<file path="config.mk">
export PLATFORM = sky130hd
export DESIGN_NAME = cc_bus_arbiter_flat
export DESIGN_NICKNAME = d
export VERILOG_FILES = /design/src/rtl/cc_arb_pkg.sv /design/src/rtl/cc_bus_arbiter_if.sv /design/src/rtl/cc_rr_pick.sv /design/src/rtl/cc_bus_arbiter.sv /design/src/flat_wrapper.sv
export SDC_FILE = /design/constraint.sdc
export NUM_CORES = 1
export LEC_CHECK = 0
export ABC_AREA = 1
export BUFFER_PORTS_ARGS = -buffer_cell sky130_fd_sc_hd__buf_2
export CORE_UTILIZATION = 43
export CTS_CLUSTER_DIAMETER = 100
export CTS_CLUSTER_SIZE = 16
export DETAILED_ROUTE_END_ITERATION = 10
export PLACE_DENSITY = 0.82
export SETUP_SLACK_MARGIN = 0.4
export SLEW_MARGIN = 20
export SYNTH_ARGS = -nofsm -noshare
export SYNTH_HDL_FRONTEND = slang
export SYNTH_SLANG_ARGS = --single-unit
</file>
<file path="constraint.sdc">
create_clock -name clk -period 2.3 [get_ports clk]
set_input_delay 0.46 -clock clk [delete_from_list [all_inputs] [get_ports clk]]
set_output_delay 0.46 -clock clk [all_outputs]
set_load 0.01 [all_outputs]
</file>
<file path="src/rtl/cc_arb_pkg.sv">
// Shared types and defaults for the cc bus arbiter: FSM state encoding and owner ids.
// No logic. Combinational users only, so there is no latency and no backpressure.
package cc_arb_pkg;

  typedef enum logic [1:0] {
    IDLE  = 2'd0,
    GRANT = 2'd1,
    XFER  = 2'd2,
    TURN  = 2'd3
  } cc_arb_state_t;

  localparam logic OWNER_A = 1'b0;
  localparam logic OWNER_B = 1'b1;

  localparam int CC_BURST_LEN_DFLT = 4;
  localparam int CC_DATA_W_DFLT    = 8;

endpackage

</file>
<file path="src/rtl/cc_bus_arbiter_if.sv">
// Source and bus-side signal bundle of the cc arbiter; the slave modport is the arbiter's view.
// Wiring only. Backpressure is carried by bus_ready, and each beat is accepted by ack_a or ack_b.
interface cc_bus_arbiter_if
  import cc_arb_pkg::*;
#(
  parameter int DATA_W = CC_DATA_W_DFLT
);
  logic              arb_en;
  logic              req_a;
  logic              req_b;
  logic [DATA_W-1:0] data_a;
  logic [DATA_W-1:0] data_b;
  logic              bus_ready;
  logic              gnt_a;
  logic              gnt_b;
  logic              ack_a;
  logic              ack_b;
  logic              bus_valid;
  logic [DATA_W-1:0] bus_data;
  logic              bus_sel;
  logic              bus_busy;

  modport slave (
    input  arb_en, req_a, req_b, data_a, data_b, bus_ready,
    output gnt_a, gnt_b, ack_a, ack_b, bus_valid, bus_data, bus_sel, bus_busy
  );

  modport master (
    output arb_en, req_a, req_b, data_a, data_b, bus_ready,
    input  gnt_a, gnt_b, ack_a, ack_b, bus_valid, bus_data, bus_sel, bus_busy
  );
endinterface

</file>
<file path="src/rtl/cc_rr_pick.sv">
// Two-way round-robin pick: a lone requester wins, and a tie goes to ptr. Purely combinational.
// No backpressure. The parent decides when the pick is consumed and holds the pointer register.
module cc_rr_pick
  import cc_arb_pkg::*;
(
  input  logic req_a,
  input  logic req_b,
  input  logic ptr,
  output logic any,
  output logic winner
);

  assign any    = req_a | req_b;
  assign winner = (req_a && req_b) ? ptr : (req_b ? OWNER_B : OWNER_A);

endmodule

</file>
<file path="src/rtl/cc_bus_arbiter.sv">
// Round-robin burst arbiter for the cc bus: grant at t+1, first beat at t+2, one turnaround cycle.
// bus_ready low stalls the beat. valid, data and beat_cnt hold, and no ack is issued.
module cc_bus_arbiter
  import cc_arb_pkg::*;
#(
  parameter int BURST_LEN = CC_BURST_LEN_DFLT,
  parameter int DATA_W    = CC_DATA_W_DFLT
)(
  input  logic             clk,
  input  logic             rst_n,
  cc_bus_arbiter_if.slave  bus
);

  localparam int              CNT_W     = $clog2(BURST_LEN + 1);
  localparam logic [CNT_W-1:0] LAST_BEAT = CNT_W'(BURST_LEN - 1);

  cc_arb_state_t    r_state;
  cc_arb_state_t    w_state_nxt;
  logic             r_ptr;
  logic             r_sel;
  logic [CNT_W-1:0] r_beat_cnt;

  logic              w_any;
  logic              w_winner;
  logic              w_start;
  logic              w_beat_ok;
  logic [DATA_W-1:0] w_data;

  cc_rr_pick u_pick (
    .req_a  (bus.req_a),
    .req_b  (bus.req_b),
    .ptr    (r_ptr),
    .any    (w_any),
    .winner (w_winner)
  );

  always_comb begin
    w_state_nxt = r_state;
    w_start     = 1'b0;
    w_beat_ok   = 1'b0;
    unique case (r_state)
      IDLE: begin
        if (bus.arb_en && w_any) begin
          w_start     = 1'b1;
          w_state_nxt = GRANT;
        end
      end
      GRANT: w_state_nxt = XFER;
      XFER: begin
        w_beat_ok = bus.bus_ready;
        if (w_beat_ok && (r_beat_cnt == LAST_BEAT)) begin
          w_state_nxt = TURN;
        end
      end
      TURN:    w_state_nxt = IDLE;
      default: w_state_nxt = IDLE;
    endcase
  end

  // Owner and pointer are captured only at the IDLE->GRANT decision, so requests that drop mid-burst are ignored.
  always_ff @(posedge clk or negedge rst_n) begin
    if (!rst_n) begin
      r_state    <= IDLE;
      r_ptr      <= OWNER_A;
      r_sel      <= OWNER_A;
      r_beat_cnt <= '0;
    end else begin
      r_state <= w_state_nxt;
      if (w_start) begin
        r_sel      <= w_winner;
        r_ptr      <= ~w_winner;
        r_beat_cnt <= '0;
      end else if (w_beat_ok && (r_beat_cnt != LAST_BEAT)) begin
        r_beat_cnt <= r_beat_cnt + CNT_W'(1);
      end
    end
  end

  assign w_data = (r_state == XFER) ? ((r_sel == OWNER_B) ? bus.data_b : bus.data_a) : '0;

  assign bus.gnt_a     = (r_state == GRANT) && (r_sel == OWNER_A);
  assign bus.gnt_b     = (r_state == GRANT) && (r_sel == OWNER_B);
  assign bus.ack_a     = w_beat_ok && (r_sel == OWNER_A);
  assign bus.ack_b     = w_beat_ok && (r_sel == OWNER_B);
  assign bus.bus_valid = (r_state == XFER);
  assign bus.bus_data  = w_data;
  assign bus.bus_sel   = r_sel;
  assign bus.bus_busy  = (r_state != IDLE);

endmodule

</file>
<file path="src/flat_wrapper.sv">
// flat-port wrapper written by rule: the top's interface ports become plain ports
module cc_bus_arbiter_flat import cc_arb_pkg::*;
#(
  parameter int BURST_LEN = CC_BURST_LEN_DFLT,
  parameter int DATA_W    = CC_DATA_W_DFLT
)
  (clk, rst_n, bus_arb_en, bus_req_a, bus_req_b, bus_data_a, bus_data_b, bus_bus_ready, bus_gnt_a, bus_gnt_b, bus_ack_a, bus_ack_b, bus_bus_valid, bus_bus_data, bus_bus_sel, bus_bus_busy);
  cc_bus_arbiter_if #(.DATA_W(DATA_W)) bus_i ();
  input  logic clk;
  input  logic rst_n;
  input wire logic [$bits(bus_i.arb_en)-1:0] bus_arb_en;
  input wire logic [$bits(bus_i.req_a)-1:0] bus_req_a;
  input wire logic [$bits(bus_i.req_b)-1:0] bus_req_b;
  input wire logic [$bits(bus_i.data_a)-1:0] bus_data_a;
  input wire logic [$bits(bus_i.data_b)-1:0] bus_data_b;
  input wire logic [$bits(bus_i.bus_ready)-1:0] bus_bus_ready;
  output wire logic [$bits(bus_i.gnt_a)-1:0] bus_gnt_a;
  output wire logic [$bits(bus_i.gnt_b)-1:0] bus_gnt_b;
  output wire logic [$bits(bus_i.ack_a)-1:0] bus_ack_a;
  output wire logic [$bits(bus_i.ack_b)-1:0] bus_ack_b;
  output wire logic [$bits(bus_i.bus_valid)-1:0] bus_bus_valid;
  output wire logic [$bits(bus_i.bus_data)-1:0] bus_bus_data;
  output wire logic [$bits(bus_i.bus_sel)-1:0] bus_bus_sel;
  output wire logic [$bits(bus_i.bus_busy)-1:0] bus_bus_busy;
  assign bus_i.arb_en = bus_arb_en;
  assign bus_i.req_a = bus_req_a;
  assign bus_i.req_b = bus_req_b;
  assign bus_i.data_a = bus_data_a;
  assign bus_i.data_b = bus_data_b;
  assign bus_i.bus_ready = bus_bus_ready;
  assign bus_gnt_a = bus_i.gnt_a;
  assign bus_gnt_b = bus_i.gnt_b;
  assign bus_ack_a = bus_i.ack_a;
  assign bus_ack_b = bus_i.ack_b;
  assign bus_bus_valid = bus_i.bus_valid;
  assign bus_bus_data = bus_i.bus_data;
  assign bus_bus_sel = bus_i.bus_sel;
  assign bus_bus_busy = bus_i.bus_busy;
  cc_bus_arbiter #(.BURST_LEN(BURST_LEN), .DATA_W(DATA_W)) u_core (.clk(clk), .rst_n(rst_n), .bus(bus_i));
endmodule
</file>
==> flow_summary.json <==
{
  "final_nets": 151,
  "setup_viol": 0,
  "area_growth_pct": 39.07,
  "fmax_mhz": 569.7,
  "die_h_um": 38.31,
  "first_global_vias": 507,
  "total_power_uw": 918.8,
  "rsz0062_at_grt": "no",
  "worstHoldPathType": "in -> async",
  "dp_hpwl_mm": 1.014,
  "synth-seq-cells": 7,
  "p_int_uw": 483.8,
  "avgSynthCellArea_um2": 6.748,
  "cts_tree": "done",
  "fp.dieW_um": 38.31,
  "hold_viol_final": 0,
  "finClkSkew_ns": 0.0009189,
  "drv_cap": 0,
  "wire_per_inst_um": 9.346,
  "layout_common_cells": "buf_2 (36), nor2_1 (22), nand2_1 (17)",
  "cts_sinks": 7,
  "antenna_cells": 0,
  "initial_core_util": 0.4840,
  "p_comb_frac": 0.618,
  "final_common_cell": "buf_2",
  "grt_pass1_wl_mm": 1.856,
  "final_antenna_net_count": 0,
  "ios": 37,
  "clock_latency_ns": 0.24,
  "grt_max_degree": 14,
  "synth_area_um2": 566.8,
  "power_frac_clock": 0.114,
  "sw_frac_of_total": 0.4734,
  "cp_data_required_time_ns": 1.84,
  "drc_errors": 0,
  "p_switching_uw": 434.9,
  "htree_levels": 1,
  "drive_above_1_share": 0.3852,
  "globalRouteOverflowTotal": 0,
  "finalCriticalPeriod_ns": 1.755,
  "path_class": "reg -> out",
  "cts_buffers": 3,
  "postCtsSetupBuffers": 0,
  "clockBufferDepth": 2,
  "drt-initial-drc-count": 9,
  "total_leakage_power_nw": 0.4715,
  "grt_use_total": 0.1834,
  "arrival_ns": 1.30,
  "tightest_slew_ns": 0.3007,
  "fin_cells": 136,
  "peakVddDrop_v": 0.0008139,
  "postCtsHoldBufs": 0,
  "synth_cell_type_count": 15,
  "vias_per_cell": 4.640,
  "yosysWarnings": 0,
  "startpoint_type": "flop",
  "cp-end-kind": "output pin",
  "seq_power_share": 0.268,
  "antenna_found_initial": 0,
  "seq_area_frac_synth": 0.3091,
  "tns_ns": 0,
  "vias": 631,
  "cts-root-buf": "clkbuf_4",
  "status": "finished clean",
  "slew_viol_final": 0,
  "core_mm2": 0.001171,
  "firstDrtPassIters": 4,
  "crit_fanout": 13,
  "dp.cells": 132,
  "wl_mm": 1.271,
  "numPortBuffers": 36,
  "synth_top_cells_by_area": "dfrtp_1 (31%), nor2_1 (15%), ha_1 (13%)",
  "min_period_over_period": 0.7632,
  "die-area_mm2": 0.001467,
  "synth_nets": 112,
  "rrSetupSlack_ns": 1.00,
  "yosysTopAreaCellShare": 0.3091,
  "clk_transition_reported_paths_ns": 0.05,
  "gp_congestion": 0.7538,
  "slew_headroom": 0.7993,
  "power_density_mw_per_mm2": 1166,
  "synthCells": 84,
  "post-synth-top-area-cell": "dfrtp_1",
  "num_rows": 12
}
-- path summary, 6_finish.rpt --
| path | start | cells past startpoint | end |
|---|---|---|---|
| max reg2reg | u_core.r_beat_cnt[0]$_DFFE_PN0P_ | 6 | u_core.r_beat_cnt[2]$_DFFE_PN0P_ |
| max | u_core.bus.bus_sel$_DFFE_PN0P_ | 4 | bus_bus_data[2] |
| max in group asynchronous | rst_n | 1 | u_core.bus.bus_sel$_DFFE_PN0P_ |
| min reg2reg | u_core.r_beat_cnt[2]$_DFFE_PN0P_ | 2 | u_core.r_beat_cnt[2]$_DFFE_PN0P_ |
| min | rst_n | 1 | u_core.r_beat_cnt[0]$_DFFE_PN0P_ |
| min in group clk | u_core.r_beat_cnt[2]$_DFFE_PN0P_ | 2 | u_core.r_beat_cnt[2]$_DFFE_PN0P_ |
-- repair_timing --
item | CTS | global route
pin swaps | 0 | 0
resized for setup | 1 | 3
gates cloned | 0 | 0
setup endpoints to repair | 10 | 10
-- synth_stat cells --
cell type  number
a21oi_1         1
buf_2           1
buf_6           1
dfrtp_1         7
ha_1            6
inv_1          10
nand2_1        17
nand3_1         2
nand3_2         1
nor2_1         22
nor2_2          2
o21ai_0        11
o21ai_2         1
or2_2           1
xor2_1          1
-- layer usage --
| metal | GRT usage | vias to the layer above | wire length [um] |
|---|---|---|---|
| met2 | 0.3475 | 27 | 630 |
| met1 | 0.1798 | 267 | 496 |
| met5 | 0 | - | 0 |
| met4 | 0.04464 | 0 | 0 |
| met3 | 0.07558 | 0 | 144 |
| li1 | - | 337 | - |
-- metrics by stage --
step	util	hold slack (ns)	setup slack, ns	instance area [um2]
floorplan	-	0.1644	0.7348	566.8
detailed placement	0.6389	0.2966	0.5836	748.2
global route	0.6731	0.04454	0.4464	788.3
global placement	0.6389	0.2966	0.6270	748.2
finish	0.6731	0.03675	0.5447	788.3
CTS	0.6635	0.03500	0.4228	777.0
-- critical path: stages (launching register included) --
cell and delay (ns):
dfrtp_2 0.47, inv_1 0.27, nor2_1 0.08, nor2_1 0.10
buf_2 0.13
-- layout make-up --
type                    instances  area, um2
multi-input cells              65      350.3
well taps                      14      17.52
flip-flops and latches          7      176.4
repair buffers                 36      180.2
clock buffers                   4      26.28
inverters                      10      37.54
fillers                       109      382.9
-- power groups by stage --
| stage | Combinational (mW) | Sequential, mW | Clock (mW) |
|---|---|---|---|
| after floorplan | 0.404 | 0.221 | 0 |
| after global placement | 0.529 | 0.240 | 0 |
| after detailed placement | 0.545 | 0.241 | 0 |
| after CTS | 0.554 | 0.239 | 0.109 |
| after global routing | 0.647 | 0.257 | 0.113 |
| final | 0.568 | 0.246 | 0.105 |
-- kinds of logic (layout without fill, tap and decap cells) --
group / Yosys count / after routing / synth area share
adder cells (fa/ha/maj): 6 / 6 / 0.1324
XOR/XNOR: 1 / 1 / 0.01546
AND/OR/NAND/NOR: 45 / 45 / 0.3267
flip-flops: 7 / 7 / 0.3091
AO/OA/AOI/OAI: 13 / 13 / 0.1214
buffers and inverters: 12 / 50 / 0.09492
-- flip-flops by register name (all words and copies together), names as in the netlist --
signal and flops:
u_core.r_beat_cnt 3, u_core.r_state 2, u_core.bus.bus_sel 1, u_core.r_ptr 1
(Power assumes the default switching activity.)
